File: config.mk
export PLATFORM = sky130hd
export DESIGN_NAME = hazard_scoreboard
export DESIGN_NICKNAME = d
export VERILOG_FILES = /design/src/rtl/hazard_scoreboard.sv
export SDC_FILE = /design/constraint.sdc
export NUM_CORES = 1
export LEC_CHECK = 0
export BUFFER_PORTS_ARGS = -buffer_cell sky130_fd_sc_hd__buf_2
export CAP_MARGIN = 20
export CORE_AREA = 2 2 110 112
export CTS_CLUSTER_DIAMETER = 100
export DETAILED_ROUTE_END_ITERATION = 16
export DIE_AREA = 0 0 112 114
export PLACE_DENSITY = 0.76
export SLEW_MARGIN = 20
export SYNTH_ARGS = -nofsm -noshare
export SYNTH_HDL_FRONTEND = slang
export SYNTH_SLANG_ARGS = --single-unit
File: constraint.sdc
create_clock -name clk -period 3.3 [get_ports clk]
set_input_delay 0.825 -clock clk [delete_from_list [all_inputs] [get_ports clk]]
set_output_delay 0.825 -clock clk [all_outputs]
set_load 0.01 [all_outputs]
File: src/rtl/hazard_scoreboard.sv
// Pipeline hazard scoreboard for an in-order five-stage core.
// Tracks pending register writers, the single outstanding load and the
// multiply/divide unit. It flags decode-stage stalls for load-use and HI/LO
// hazards, and exposes per-source busy bits for the forwarding unit.
module hazard_scoreboard (
    input  logic       clk,
    input  logic       reset,
    input  logic [4:0] ID_rs,
    input  logic [4:0] ID_rt,
    input  logic       ID_rs_ren,
    input  logic       ID_rt_ren,
    input  logic       ID_hilo_ren,
    input  logic       ID_is_md,
    input  logic       issue_fire,
    input  logic       issue_wen,
    input  logic [4:0] issue_wdest,
    input  logic       issue_is_load,
    input  logic       issue_is_mult,
    input  logic       issue_is_div,
    input  logic       wb_fire,
    input  logic       wb_wen,
    input  logic [4:0] wb_wdest,
    input  logic       ld_data_ok,
    input  logic       flush,
    output logic       ID_stall,
    output logic       rs_busy,
    output logic       rt_busy,
    output logic       hilo_busy,
    output logic [1:0] inflight,
    output logic       err
);

    localparam logic [5:0] MULT_CYCLES = 6'd2;
    localparam logic [5:0] DIV_CYCLES  = 6'd33;

    // Pending-writer count per architectural register. Entry 0 is never
    // written, so $0 always reads as idle.
    logic [1:0] cnt [0:31];
    logic       ld_valid;
    logic [4:0] ld_dest;
    logic [5:0] md_cnt;

    logic       inc_en;
    logic       dec_en;
    logic       same_reg;
    logic       cnt_ovf;
    logic       cnt_unf;
    logic       infl_ovf;
    logic       infl_unf;
    logic       ld_set;
    logic       ld_err;
    logic       err_set;
    logic [1:0] rs_cnt;
    logic [1:0] rt_cnt;
    logic       ld_hit;

    // Qualified increment/decrement events; writes to $0 are ignored.
    assign inc_en   = issue_fire & issue_wen & (issue_wdest != 5'd0);
    assign dec_en   = wb_fire & wb_wen & (wb_wdest != 5'd0);
    // An issue and a retire to the same register cancel each other out.
    assign same_reg = inc_en & dec_en & (issue_wdest == wb_wdest);

    assign cnt_ovf  = inc_en & ~same_reg & (cnt[issue_wdest] == 2'd3);
    assign cnt_unf  = dec_en & ~same_reg & (cnt[wb_wdest] == 2'd0);
    assign infl_ovf = issue_fire & ~wb_fire & (inflight == 2'd3);
    assign infl_unf = wb_fire & (inflight == 2'd0);

    assign ld_set   = inc_en & issue_is_load;
    assign ld_err   = ld_set & ld_valid & ~ld_data_ok;

    // A flushed cycle's issue/retire never happened, so it cannot raise err.
    assign err_set  = ~flush & (cnt_ovf | cnt_unf | infl_ovf | infl_unf | ld_err);

    // Per-register pending counts; saturate instead of wrapping on misuse.
    // NOTE: every flop in this array is reset explicitly -- a stale count left
    // over from before reset would make a register look busy forever.
    always_ff @(posedge clk or posedge reset) begin
        if (reset) begin
            for (int i = 0; i < 32; i++) cnt[i] <= 2'd0;
        end else if (flush) begin
            for (int i = 0; i < 32; i++) cnt[i] <= 2'd0;
        end else begin
            // NOTE: non-blocking updates so both ports see the pre-edge counts
            // and the two writes below never depend on statement order.
            if (inc_en && !same_reg && !cnt_ovf)
                cnt[issue_wdest] <= cnt[issue_wdest] + 2'd1;
            if (dec_en && !same_reg && !cnt_unf)
                cnt[wb_wdest] <= cnt[wb_wdest] - 2'd1;
        end
    end

    // Number of issued instructions not yet retired, saturating at 0 and 3.
    always_ff @(posedge clk or posedge reset) begin
        if (reset) begin
            inflight <= 2'd0;
        end else if (flush) begin
            inflight <= 2'd0;
        end else if (issue_fire && !wb_fire && !infl_ovf) begin
            inflight <= inflight + 2'd1;
        end else if (wb_fire && !issue_fire && !infl_unf) begin
            inflight <= inflight - 2'd1;
        end
    end

    // Single outstanding load; a new load issue wins over a data return.
    always_ff @(posedge clk or posedge reset) begin
        if (reset) begin
            ld_valid <= 1'b0;
            ld_dest  <= 5'd0;
        end else if (flush) begin
            ld_valid <= 1'b0;
        end else if (ld_set) begin
            ld_valid <= 1'b1;
            ld_dest  <= issue_wdest;
        end else if (ld_data_ok) begin
            ld_valid <= 1'b0;
        end
    end

    // Multiply/divide busy countdown; a new operation reloads the counter.
    always_ff @(posedge clk or posedge reset) begin
        if (reset) begin
            md_cnt <= 6'd0;
        end else if (flush) begin
            md_cnt <= 6'd0;
        end else if (issue_fire && issue_is_div) begin
            md_cnt <= DIV_CYCLES;
        end else if (issue_fire && issue_is_mult) begin
            md_cnt <= MULT_CYCLES;
        end else if (md_cnt != 6'd0) begin
            md_cnt <= md_cnt - 6'd1;
        end
    end

    // Sticky protocol-error flag; only reset clears it.
    always_ff @(posedge clk or posedge reset) begin
        if (reset) begin
            err <= 1'b0;
        end else if (err_set) begin
            err <= 1'b1;
        end
    end

    // Source busy lookup for forwarding; $0 is hard-wired idle.
    assign rs_cnt    = (ID_rs == 5'd0) ? 2'd0 : cnt[ID_rs];
    assign rt_cnt    = (ID_rt == 5'd0) ? 2'd0 : cnt[ID_rt];
    assign rs_busy   = ID_rs_ren & (rs_cnt != 2'd0);
    assign rt_busy   = ID_rt_ren & (rt_cnt != 2'd0);

    assign hilo_busy = (md_cnt != 6'd0);

    // Only load results and HI/LO stall decode; ALU results are forwarded.
    assign ld_hit    = ld_valid & ((ID_rs_ren & (ID_rs == ld_dest)) |
                                   (ID_rt_ren & (ID_rt == ld_dest)));
    assign ID_stall  = ld_hit | (hilo_busy & (ID_hilo_ren | ID_is_md));

endmodule

==> run_results.csv, run 1 <==
group,metric,value,unit
outcome,outcome,"finished with violations",
outcome,violations,"negative setup slack",
global_route,grtUsageTotal,39.7,%
synthesis,synth_fp_nets,746,
die,ios,42,
place,hpwlAfterDp,18.3,mm
synthesis,seq_area_frac_synth,31.2,%
place,number_of_port_buffers,41,
final_layout,fin_nets,879,
power,power.static_leakage,3.71,nW
die,die_h,114,microns
routing,via_per_inst,6.99,
synthesis,syn-instance-count,708,
clock_network,clk_path_buf_depth,2,
global_route,overflow,0,
clock_network,clock_insertion_delay_worst_skew,0.36,ns
setup_path,path_max_fanout,7,
clock_network,clock_tree.htree_level_count,3,
routing,drt_drc_violations_left,0,
final_layout,area_growth_syn_to_layout,35.4,%
synthesis,number_of_distinct_library_cells_after_synthesis,61,
clock_network,ctsRootBufferMaster,"clkbuf_16",
die,die_area,12800,sq um
final_layout,post_route_cells_drive_above_1_share,39.1,%
synthesis,synthArstFlopShare,100,%
setup_path,timing.critical_path.from,"wb_wdest[0]",
power,power.ir.vdd_worst,0.336,mV
timing,tightest_slew,1.13,ns
synthesis,synth-edff-count,0,
timing,max_slew_vio_count,0,
die,start_util,54.0,%
die,core_region_area,11700,sq um
setup_path,setup.worst_path.end_class,"flip-flop",
place,place_congestion,1.10,
synthesis,syn-mean-instance-area,8.94,sq um
routing,drt-total-wl,26.0,mm
global_route,antenna_violations_before_repair,2,
clock_network,tritoncts,"yes",
setup_path,regToRegStartpoint,"cnt[4]",
global_route,number_of_global_route_vias_before_repair,6853,
global_route,wire_length_of_the_first_global_routing_pass,38.4,mm
timing,fin_hold_ws,0.477,ns
routing,first_pass_iters,6,
timing,layout_worst_path_cycle_share,103,%
die,die_width,112,microns
final_layout,finalCoreUtilization,73.2,%
clock_network,tritoncts_num_sinks,79,
synthesis,syn_area,6330,sq um
worst_hold_path,worst_hold_startpoint,"err",
setup_path,start_kind,"input port",
timing,setup_ws,-0.0882,ns
final_layout,finalInstanceArea,8570,sq um
final_layout,finalNonFillerCells,993,
routing,drt_iter0_markers,936,
timing,maxClockFrequency,0.295,GHz
power,cellPowerDensity,342,nW/um^2
timing,finalCriticalPeriod,3.39,ns
die,row_count,40,
final_layout,antenna_cells_inserted,0,
worst_hold_path,worstHoldPathType,"reg -> reg",
timing,grt_setup_unrepaired,"true",
synthesis,yosysWarningCount,0,
routing,via_count,6946,
power,post-layout-total-power,2.94,mW
clock_network,clock_buffers_created_by_tritoncts,9,
setup_path,worst_ep_required_time,3.56,ns
timing,slew_headroom,23.9,%
synthesis,ys_seq_elements,79,
global_route,grt_start_max_net_pins,43,
timing,fin_skew,0.00681,ns
setup_path,worstSetupPathType,"in -> reg",
routing,ant_nets,0,
clock_network,clk_transition_reported_paths,0.06,ns
flow_run,max-cap-violations,0,
place,dpl-instance-area,7700,sq um
setup_path,crit_arrival,3.65,ns
routing,wire_per_inst,26.1,microns
timing,setup_viol,21,
place,place_inst,962,
synthesis,synth_flop_cell,"dfrtp_1",
timing,hold_violations,0,
[power by group]
group | internal [mW] | switching [mW]
Combinational | 0.319 | 0.444
Clock | 0.703 | 0.407
Sequential | 1.01 | 0.0472
Total | 2.04 | 0.899
[cells by family after synthesis]
kind of cell	Yosys count	synth area share, %
AND/OR/NAND/NOR	267	19.9
AO/OA/AOI/OAI	180	19.9
multiplexers	92	21.2
flip-flops	79	31.2
buffers and inverters	69	4.64
XOR/XNOR	18	2.49
adder cells (fa/ha/maj)	3	0.593
[critical path, cell delays in order]
cell      delay, ns
buf_8          0.08
buf_12         0.12
mux4_2         0.48
and2_4         0.18
or4_4          0.53
a21oi_2        0.12
ha_2           0.22
and3b_2        0.25
nand3b_1       0.13
buf_4          0.15
a31oi_4        0.09
buf_6          0.22
a221oi_2       0.25
[cells in the mapped netlist (2+ instances only)]
master | instances | area, sq um
a211o_1 | 4 | 35.0
or3_1 | 2 | 12.5
a21o_1 | 5 | 37.5
nor3b_1 | 4 | 30.0
clkbuf_1 | 40 | 150
and2_1 | 6 | 37.5
inv_1 | 11 | 41.3
a31oi_1 | 6 | 37.5
o311a_1 | 2 | 20.0
and3_1 | 15 | 93.8
mux2_2 | 4 | 45.0
nor2_1 | 70 | 263
buf_6 | 2 | 22.5
a221oi_1 | 20 | 175
o211ai_1 | 2 | 15.0
mux4_2 | 32 | 721
xor2_1 | 8 | 70.1
nand2_1 | 89 | 334
nand3b_1 | 5 | 37.5
buf_4 | 2 | 15.0
dfrtp_1 | 79 | 1980
a311oi_1 | 16 | 140
o211a_1 | 2 | 20.0
a211oi_1 | 24 | 180
nand4_1 | 4 | 25.0
nand2b_1 | 6 | 37.5
a22oi_1 | 11 | 82.6
nand3_1 | 26 | 130
and3b_1 | 2 | 17.5
xnor2_1 | 10 | 87.6
buf_2 | 9 | 45.0
nor3_1 | 20 | 100
a311o_1 | 3 | 30.0
buf_1 | 4 | 15.0
or3b_2 | 3 | 26.3
o21ai_0 | 36 | 180
ha_1 | 3 | 37.5
o22ai_1 | 14 | 87.6
nor2b_1 | 4 | 25.0
a21oi_1 | 25 | 125
mux2i_1 | 55 | 551
nor4_1 | 4 | 25.0
[area by class of cell]
type                       count  area [sq um]
tap                          147           184
inverter                      11          45.0
fill                         862          3140
clock buffer                  13           260
timing repair buffer         178          1460
clock inverter                 3          65.1
sequential                    79          1980
multi-input combinational    562          4580
[final timing paths]
kind | to | slack [ns] | depth (start not counted)
min in group asynchronous | md_cnt[3] | 0.55 | 2
worst max register to register | cnt[10] | 0.14 | 11
max in group asynchronous | cnt[33] | 2.06 | 3
worst min register to register | err | 0.48 | 1
worst max-delay path | cnt[10] | -0.09 | 13
worst min-delay path | err | 0.48 | 1
[metal layers]
layer | wire length (microns) | vias to the layer above | GRT usage, %
met5 | 25 | - | 0
met3 | 3210 | 128 | 11.0
li1 | - | 2961 | -
met2 | 11500 | 521 | 61.5
met1 | 9790 | 3332 | 52.0
met4 | 1450 | 4 | 18.9
[sequential cells by signal (all words and copies together) (netlist names)]
name	count
md_cnt	6
err	1
ld_dest	5
cnt	64
ld_valid	1
inflight	2
[through the flow]
step	worst slack [ns]	TNS (ns)
floorplan	-0.305	-14.47
global placement	-0.657	-29.15
detailed placement	-0.720	-31.98
CTS	-0.0398	-0.379
global route	-0.168	-6.49
finish	-0.0882	-1.04
[cells in the final DEF, fill, tap and decap left out, drive strengths merged, types with 10 or more instances in the layout]
| cell type | instances |
|---|---|
| and3 | 15 |
| a21oi | 25 |
| dfrtp | 79 |
| clkbuf | 17 |
| nor2 | 70 |
| nand2 | 89 |
| a311oi | 17 |
| o21ai | 36 |
| buf | 174 |
| a221oi | 20 |
| o22ai | 15 |
| a211oi | 24 |
| inv | 10 |
| xnor2 | 10 |
| nand3 | 26 |
| nor3 | 21 |
| mux2i | 55 |
| mux4 | 33 |
| a22oi | 11 |
[timing repair]
item | in CTS | in global routing
cloned | 0 | 3
hold buffers | 0 | 0
setup endpoints to repair | 56 | 63
pin swaps | 21 | 42
gates resized for setup | 34 | 66
endpoints found under the hold margin | 0 | 0
setup buffers | 2 | 11
(Power assumes the default switching activity.)
==> run 2: changes to the inputs <==
--- a/config.mk
+++ b/config.mk
@@ -5,13 +5,14 @@
 export SDC_FILE = /design/constraint.sdc
 export NUM_CORES = 1
 export LEC_CHECK = 0
+export ABC_AREA = 1
 export BUFFER_PORTS_ARGS = -buffer_cell sky130_fd_sc_hd__buf_2
 export CAP_MARGIN = 20
-export CORE_AREA = 2 2 110 112
+export CORE_AREA = 2 2 114 116
 export CTS_CLUSTER_DIAMETER = 100
 export DETAILED_ROUTE_END_ITERATION = 16
-export DIE_AREA = 0 0 112 114
-export PLACE_DENSITY = 0.76
+export DIE_AREA = 0 0 116 118
+export PLACE_DENSITY = 0.77
 export SLEW_MARGIN = 20
 export SYNTH_ARGS = -nofsm -noshare
 export SYNTH_HDL_FRONTEND = slang
==> run_results.csv, run 2 <==
group,metric,value,unit
timing,tightest_slew,0.731,ns
place,number_of_port_buffers,41,
routing,first_pass_iters,6,
global_route,globalRouteMet2Util,59.3,%
final_layout,largest_register,"cnt",
die,start_util,56.0,%
setup_path,worstSetupPathType,"in -> out",
setup_path,worst_ep_required_time,2.47,ns
synthesis,yosys.cell_count.top_type,"nand2_1",
die,ios,42,
power,p_seq_share,40.2,%
die,row_count,41,
power,cellInternalPower,1.72,mW
final_layout,area_growth_syn_to_layout,15.8,%
synthesis,post-synth-top-area-cell,"dfrtp_1",
global_route,grt_start_max_net_pins,44,
timing,layout_worst_path_cycle_share,94.0,%
routing,ant_nets,0,
die,die_width,116,microns
place,dpl-instance-area,7780,sq um
clock_network,clock_buffers_created_by_tritoncts,9,
timing,slew_headroom,51.2,%
routing,drt_drc_violations_left,0,
power,combPwrFrac,23.7,%
synthesis,synth_top_area_cells,"dfrtp_1 (28%), nand2_1 (16%), nor2_1 (13%)",
clock_network,clock_insertion_delay_worst_skew,0.35,ns
routing,drt_iter0_markers,1279,
die,die_h,118,microns
timing,maxClockFrequency,0.323,GHz
place,preCtsSetupSlack,-0.0912,ns
global_route,global_route.usage.met3,8.65,%
synthesis,seq_area_frac_synth,28.4,%
power,power.static_leakage,4.03,nW
place,hpwlAfterDp,20.1,mm
synthesis,yosysWarningCount,0,
clock_network,tritoncts,"yes",
setup_path,setup.worst_path.end_class,"output pin",
timing,setup_ws,0.199,ns
timing,grt_setup_unrepaired,"false",
synthesis,syn-mean-instance-area,5.90,sq um
clock_network,clock_tree.htree_level_count,3,
power,net-switching-power,0.874,mW
power,clockPowerShare,36.2,%
synthesis,synthArstFlopShare,100,%
synthesis,synth_flop_cell,"dfrtp_1",
synthesis,synth_fp_nets,1217,
timing,hold_violations,0,
final_layout,max_ffs_per_register,64,
clock_network,ctsRootBufferMaster,"clkbuf_16",
routing,via_per_inst,6.03,
clock_network,clk_transition_reported_paths,0.05,ns
synthesis,number_of_distinct_library_cells_after_synthesis,39,
global_route,antenna_violations_before_repair,0,
clock_network,tritoncts_num_sinks,79,
setup_path,start_kind,"input port",
routing,wire_per_inst,18.9,microns
routing,via_count,8618,
global_route,grtUsageMet1,55.5,%
timing,fin_skew,0.0100,ns
synthesis,syn-instance-count,1179,
global_route,number_of_global_route_vias_before_repair,7864,
worst_hold_path,worstHoldPathType,"reg -> reg",
global_route,grtUsageTotal,40.2,%
final_layout,antenna_cells_inserted,0,
die,die_area,13700,sq um
power,power.ir.vdd_worst,0.278,mV
place,place_inst,1414,
synthesis,netlist_top_cells_count,"nand2_1 (301), nor2_1 (236), inv_1 (123)",
routing,drt-total-wl,27.1,mm
final_layout,layout_commonest_cell,"nand2_1",
synthesis,ys_seq_elements,79,
final_layout,finalNonFillerCells,1430,
synthesis,synth-edff-count,0,
global_route,overflow,0,
synthesis,syn_area,6960,sq um
final_layout,top_regs,"cnt: 64 flops, md_cnt: 6 flops, ld_dest: 5 flops",
synthesis,synth_top_area_share,28.4,%
outcome,outcome,"completed",
global_route,wire_length_of_the_first_global_routing_pass,42.2,mm
power,swShare,33.6,%
setup_path,path_max_fanout,6,
flow_run,max-cap-violations,0,
die,core_region_area,12400,sq um
place,place_congestion,1.14,
power,cellPowerDensity,322,nW/um^2
global_route,grt_most_used_layer,"met2",
final_layout,fin_nets,1291,
clock_network,clk_path_buf_depth,2,
final_layout,finalInstanceArea,8060,sq um
timing,max_slew_vio_count,0,
timing,finalCriticalPeriod,3.10,ns
timing,totalNegativeSetupSlack,0,ns
setup_path,crit_arrival,2.28,ns
timing,setup_viol,0,
final_layout,top_library_cells_by_usage_in_the_layout_fill_and_taps_aside,"nand2_1 (301), nor2_1 (236), inv_1 (121)",
final_layout,post_route_cells_drive_above_1_share,12.1,%
run 2: changes by cell type after synthesis, sizes merged, moves of 33 or more:
| cell | delta |
|---|---|
| nand3 | +36 |
| nor2 | +169 |
| mux4 | -33 |
| nand2 | +215 |
| inv | +119 |
| nand4 | +80 |
| mux2i | -55 |
| o21ai | +86 |
run 2: worst max-delay path, stage by stage:
cell	delay [ns]
buf_2	0.13
nand2_1	0.14
inv_1	0.32
o21ai_0	0.15
nand4_1	0.19
nand2_1	0.08
nand2_1	0.07
nand2_1	0.05
nand2_1	0.05
nand2_1	0.04
nor2_1	0.08
buf_2	0.14
run 2: area by class of cell:
class | count | area (sq um)
Fill cell | 1203 | 4360
Multi-Input combinational cell | 915 | 4210
Sequential cell | 79 | 1980
Timing Repair Buffer | 116 | 885
Inverter | 132 | 499
Clock buffer | 10 | 229
Tap cell | 172 | 215
Clock inverter | 6 | 37.5
run 2: worst paths after layout:
check / start / endpoint / slack (ns) / cells past startpoint
setup / recovery: ID_rs[1] / rs_busy / 0.20 / 12
hold / removal: err / err / 0.48 / 2
setup reg to reg: cnt[29] / cnt[19] / 0.60 / 13
hold reg to reg: err / err / 0.48 / 2
max in group asynchronous: reset / ld_dest[3] / 2.07 / 3
min in group asynchronous: reset / cnt[23] / 0.56 / 2
run 2: cell families after synthesis:
family	Yosys count	share of synthesized area (%)
fa+ha+maj	3	0.540
xor+xnor	4	0.504
buf+inv	185	11.0
compound gates	206	16.3
simple gates	702	43.2
flops	79	28.4
run 2: stage by stage:
stage / power [mW] / utilization, % / hold WS [ns]
floorplan: 1.41 / - / 0.453
global placement: 1.65 / 62.7 / 0.455
detailed placement: 1.65 / 62.7 / 0.467
CTS: 2.58 / 64.9 / 0.481
global route: 2.69 / 64.9 / 0.513
finish: 2.60 / 64.9 / 0.476
run 2: power groups by stage:
stage	clock [mW]	combinational [mW]	sequential [mW]
after global placement	0	0.587	1.06
after global routing	0.978	0.668	1.05
after floorplan	0	0.360	1.05
after detailed placement	0	0.591	1.06
final	0.939	0.615	1.04
after CTS	0.937	0.596	1.04
run 2: layer usage:
metal  wire length [microns]  vias up
met5                       0        -
met4                    1370        0
met3                    3160      115
met2                   11500      591
met1                   11000     3867
li1                        -     4045
run 2: what timing repair did:
| item | in CTS | in global routing |
|---|---|---|
| gates resized for setup | 0 | 2 |
| hold buffers | 0 | 0 |
| endpoints found under the setup margin | 0 | 3 |
| setup buffers | 0 | 0 |
==> run 3: changes to the inputs <==
--- a/config.mk
+++ b/config.mk
@@ -7,12 +7,13 @@
 export LEC_CHECK = 0
 export ABC_AREA = 1
 export BUFFER_PORTS_ARGS = -buffer_cell sky130_fd_sc_hd__buf_2
-export CAP_MARGIN = 20
+export CAP_MARGIN = 0
 export CORE_AREA = 2 2 114 116
 export CTS_CLUSTER_DIAMETER = 100
 export DETAILED_ROUTE_END_ITERATION = 16
 export DIE_AREA = 0 0 116 118
 export PLACE_DENSITY = 0.77
+export RECOVER_POWER = 100
 export SLEW_MARGIN = 20
 export SYNTH_ARGS = -nofsm -noshare
 export SYNTH_HDL_FRONTEND = slang
==> run_results.csv, run 3 (synthesis gave the netlist of run 2 again) <==
group,metric,value,unit
outcome,outcome,"finished with violations",
outcome,violations,"max-capacitance violations, max-slew violations",
routing,via_per_inst,6.04,
routing,first_pass_iters,6,
final_layout,top_library_cells_by_usage_in_the_layout_fill_and_taps_aside,"nand2_1 (301), nor2_1 (236), inv_1 (121)",
setup_path,worst_ep_required_time,2.47,ns
setup_path,critical_path.cell_chain,"buf_2 > nand2_1 > inv_1 > o21ai_0 > nand4_1 > nand2_1 > nand2_1 > nand2_1 > nand2_1 > nand2_1 > nor2_1 > clkbuf_1",
setup_path,setup.worst_path.end_class,"output pin",
timing,setup_ws,0.141,ns
power,power.ir.vdd_worst,0.275,mV
final_layout,finalNonFillerCells,1430,
timing,slew_headroom,-19.5,%
clock_network,clk_path_buf_depth,2,
clock_network,clock_tree.htree_level_count,3,
routing,drt-total-wl,27.0,mm
final_layout,final-seq-area,1980,sq um
setup_path,regToRegSetupSlack,0.59,ns
worst_hold_path,worstHoldPathType,"reg -> reg",
place,place_congestion,1.14,
setup_path,cpMostUsedCell,"nand2_1",
timing,layout_worst_path_cycle_share,95.7,%
timing,tightest_slew,1.78,ns
clock_network,tritoncts_num_sinks,79,
flow_run,max-cap-violations,2,
timing,fin_hold_ws,0.481,ns
routing,ant_nets,0,
routing,drt_drc_violations_left,0,
timing,fin_skew,0.00966,ns
setup_path,worstSetupPathType,"in -> out",
clock_network,post_cts.repair.setup_buffers,0,
global_route,overflow,0,
clock_network,clk_transition_reported_paths,0.05,ns
final_layout,multi_input_area,4210,sq um
timing,maxClockFrequency,0.317,GHz
clock_network,clock_insertion_delay_worst_skew,0.35,ns
place,hpwlAfterDp,20.1,mm
final_layout,final.fill_count,1210,
clock_network,clock_buffers_created_by_tritoncts,9,
setup_path,start_kind,"input port",
setup_path,crit_arrival,2.33,ns
global_route,number_of_global_route_vias_before_repair,7864,
global_route,wire_length_of_the_first_global_routing_pass,42.2,mm
final_layout,antenna_cells_inserted,0,
final_layout,fin_nets,1291,
die,ios,42,
power,power.static_leakage,3.99,nW
die,die_area,13700,sq um
timing,hold_violations,0,
final_layout,largest_register,"cnt",
die,start_util,56.0,%
die,die_width,116,microns
die,core_region_area,12400,sq um
final_layout,max_ffs_per_register,64,
setup_path,critPathSlowestCell,"inv_1",
power,cellPowerDensity,322,nW/um^2
place,place_inst,1414,
clock_network,tritoncts,"yes",
final_layout,layout_commonest_cell,"nand2_1",
die,die_h,118,microns
power,post-layout-total-power,2.59,mW
routing,wire_per_inst,18.9,microns
timing,setup_viol,0,
timing,finalCriticalPeriod,3.16,ns
global_route,antenna_violations_before_repair,0,
clock_network,ctsRootBufferMaster,"clkbuf_16",
die,row_count,41,
timing,max_slew_vio_count,85,
final_layout,post_route_cells_drive_above_1_share,11.3,%
place,number_of_port_buffers,41,
routing,drt_iter0_markers,1215,
final_layout,top_regs,"cnt: 64 flops, md_cnt: 6 flops, ld_dest: 5 flops",
timing,grt_setup_unrepaired,"false",
final_layout,area_growth_syn_to_layout,15.3,%
setup_path,path_max_fanout,6,
global_route,grt_start_max_net_pins,44,
routing,via_count,8640,
place,preCtsSetupSlack,-0.0912,ns
setup_path,cp_slowest_stage_delay,0.33,ns
global_route,grtUsageTotal,40.2,%
[run 3: cell types whose count changed in the layout (fill, tap and decap cells not counted)]
cell        change
buf_2           -8
buf_4           -2
clkinvlp_2      +1
clkinv_2        -1
clkbuf_2        +1
buf_12          -1
clkbuf_1       +10
[run 3: critical path, delay by kind of cell]
kind / cells / cell delay (ns)
AO/OA/AOI/OAI: 1 / 0.16
AND/OR/NAND/NOR: 8 / 0.72
buffers and inverters: 3 / 0.63
[run 3: worst paths after layout]
| path | start | to | depth (start not counted) |
|---|---|---|---|
| setup / recovery | ID_rs[1] | rs_busy | 12 |
| hold / removal | err | err | 2 |
| setup reg to reg | cnt[39] | cnt[19] | 13 |
| hold reg to reg | err | err | 2 |
| max in group asynchronous | reset | ld_dest[3] | 3 |
| min in group asynchronous | reset | cnt[22] | 2 |
[run 3: power breakdown]
part           switching (mW)  internal (mW)  total [mW]
clock                   0.427          0.507       0.934
sequential             0.0366           1.01        1.04
combinational           0.404          0.205       0.608
[run 3: area by class of cell]
| cell class | count | area share, % |
|---|---|---|
| Clock buffer | 10 | 2.85 |
| Clock inverter | 6 | 0.468 |
| Inverter | 132 | 6.22 |
| Multi-Input combinational cell | 915 | 52.5 |
| Sequential cell | 79 | 24.6 |
| Tap cell | 172 | 2.68 |
| Timing Repair Buffer | 116 | 10.6 |
[run 3: metal layers]
layer / global-route usage, % / wire, microns / vias up
met5: 0 / 0 / -
met4: 19.7 / 1430 / 0
met3: 8.65 / 3330 / 121
met2: 59.3 / 11500 / 615
met1: 55.5 / 10800 / 3860
li1: - / - / 4044
[run 3: repair_timing]
| item | 4_1_cts | 5_1_grt |
|---|---|---|
| hold endpoints to repair | 0 | 0 |
| setup endpoints to repair | 0 | 3 |
| hold buffers | 0 | 0 |
| gates resized for setup | 0 | 2 |
[run 3: metrics by stage]
stage          area, sq um  utilization [%]  TNS (ns)
2_1_floorplan         6960                -    -0.628
3_3_place_gp          7780             62.7     -1.09
3_5_place_dp          7780             62.7    -0.887
4_1_cts               8050             64.9         0
5_1_grt               8020             64.6         0
6_report              8020             64.6         0
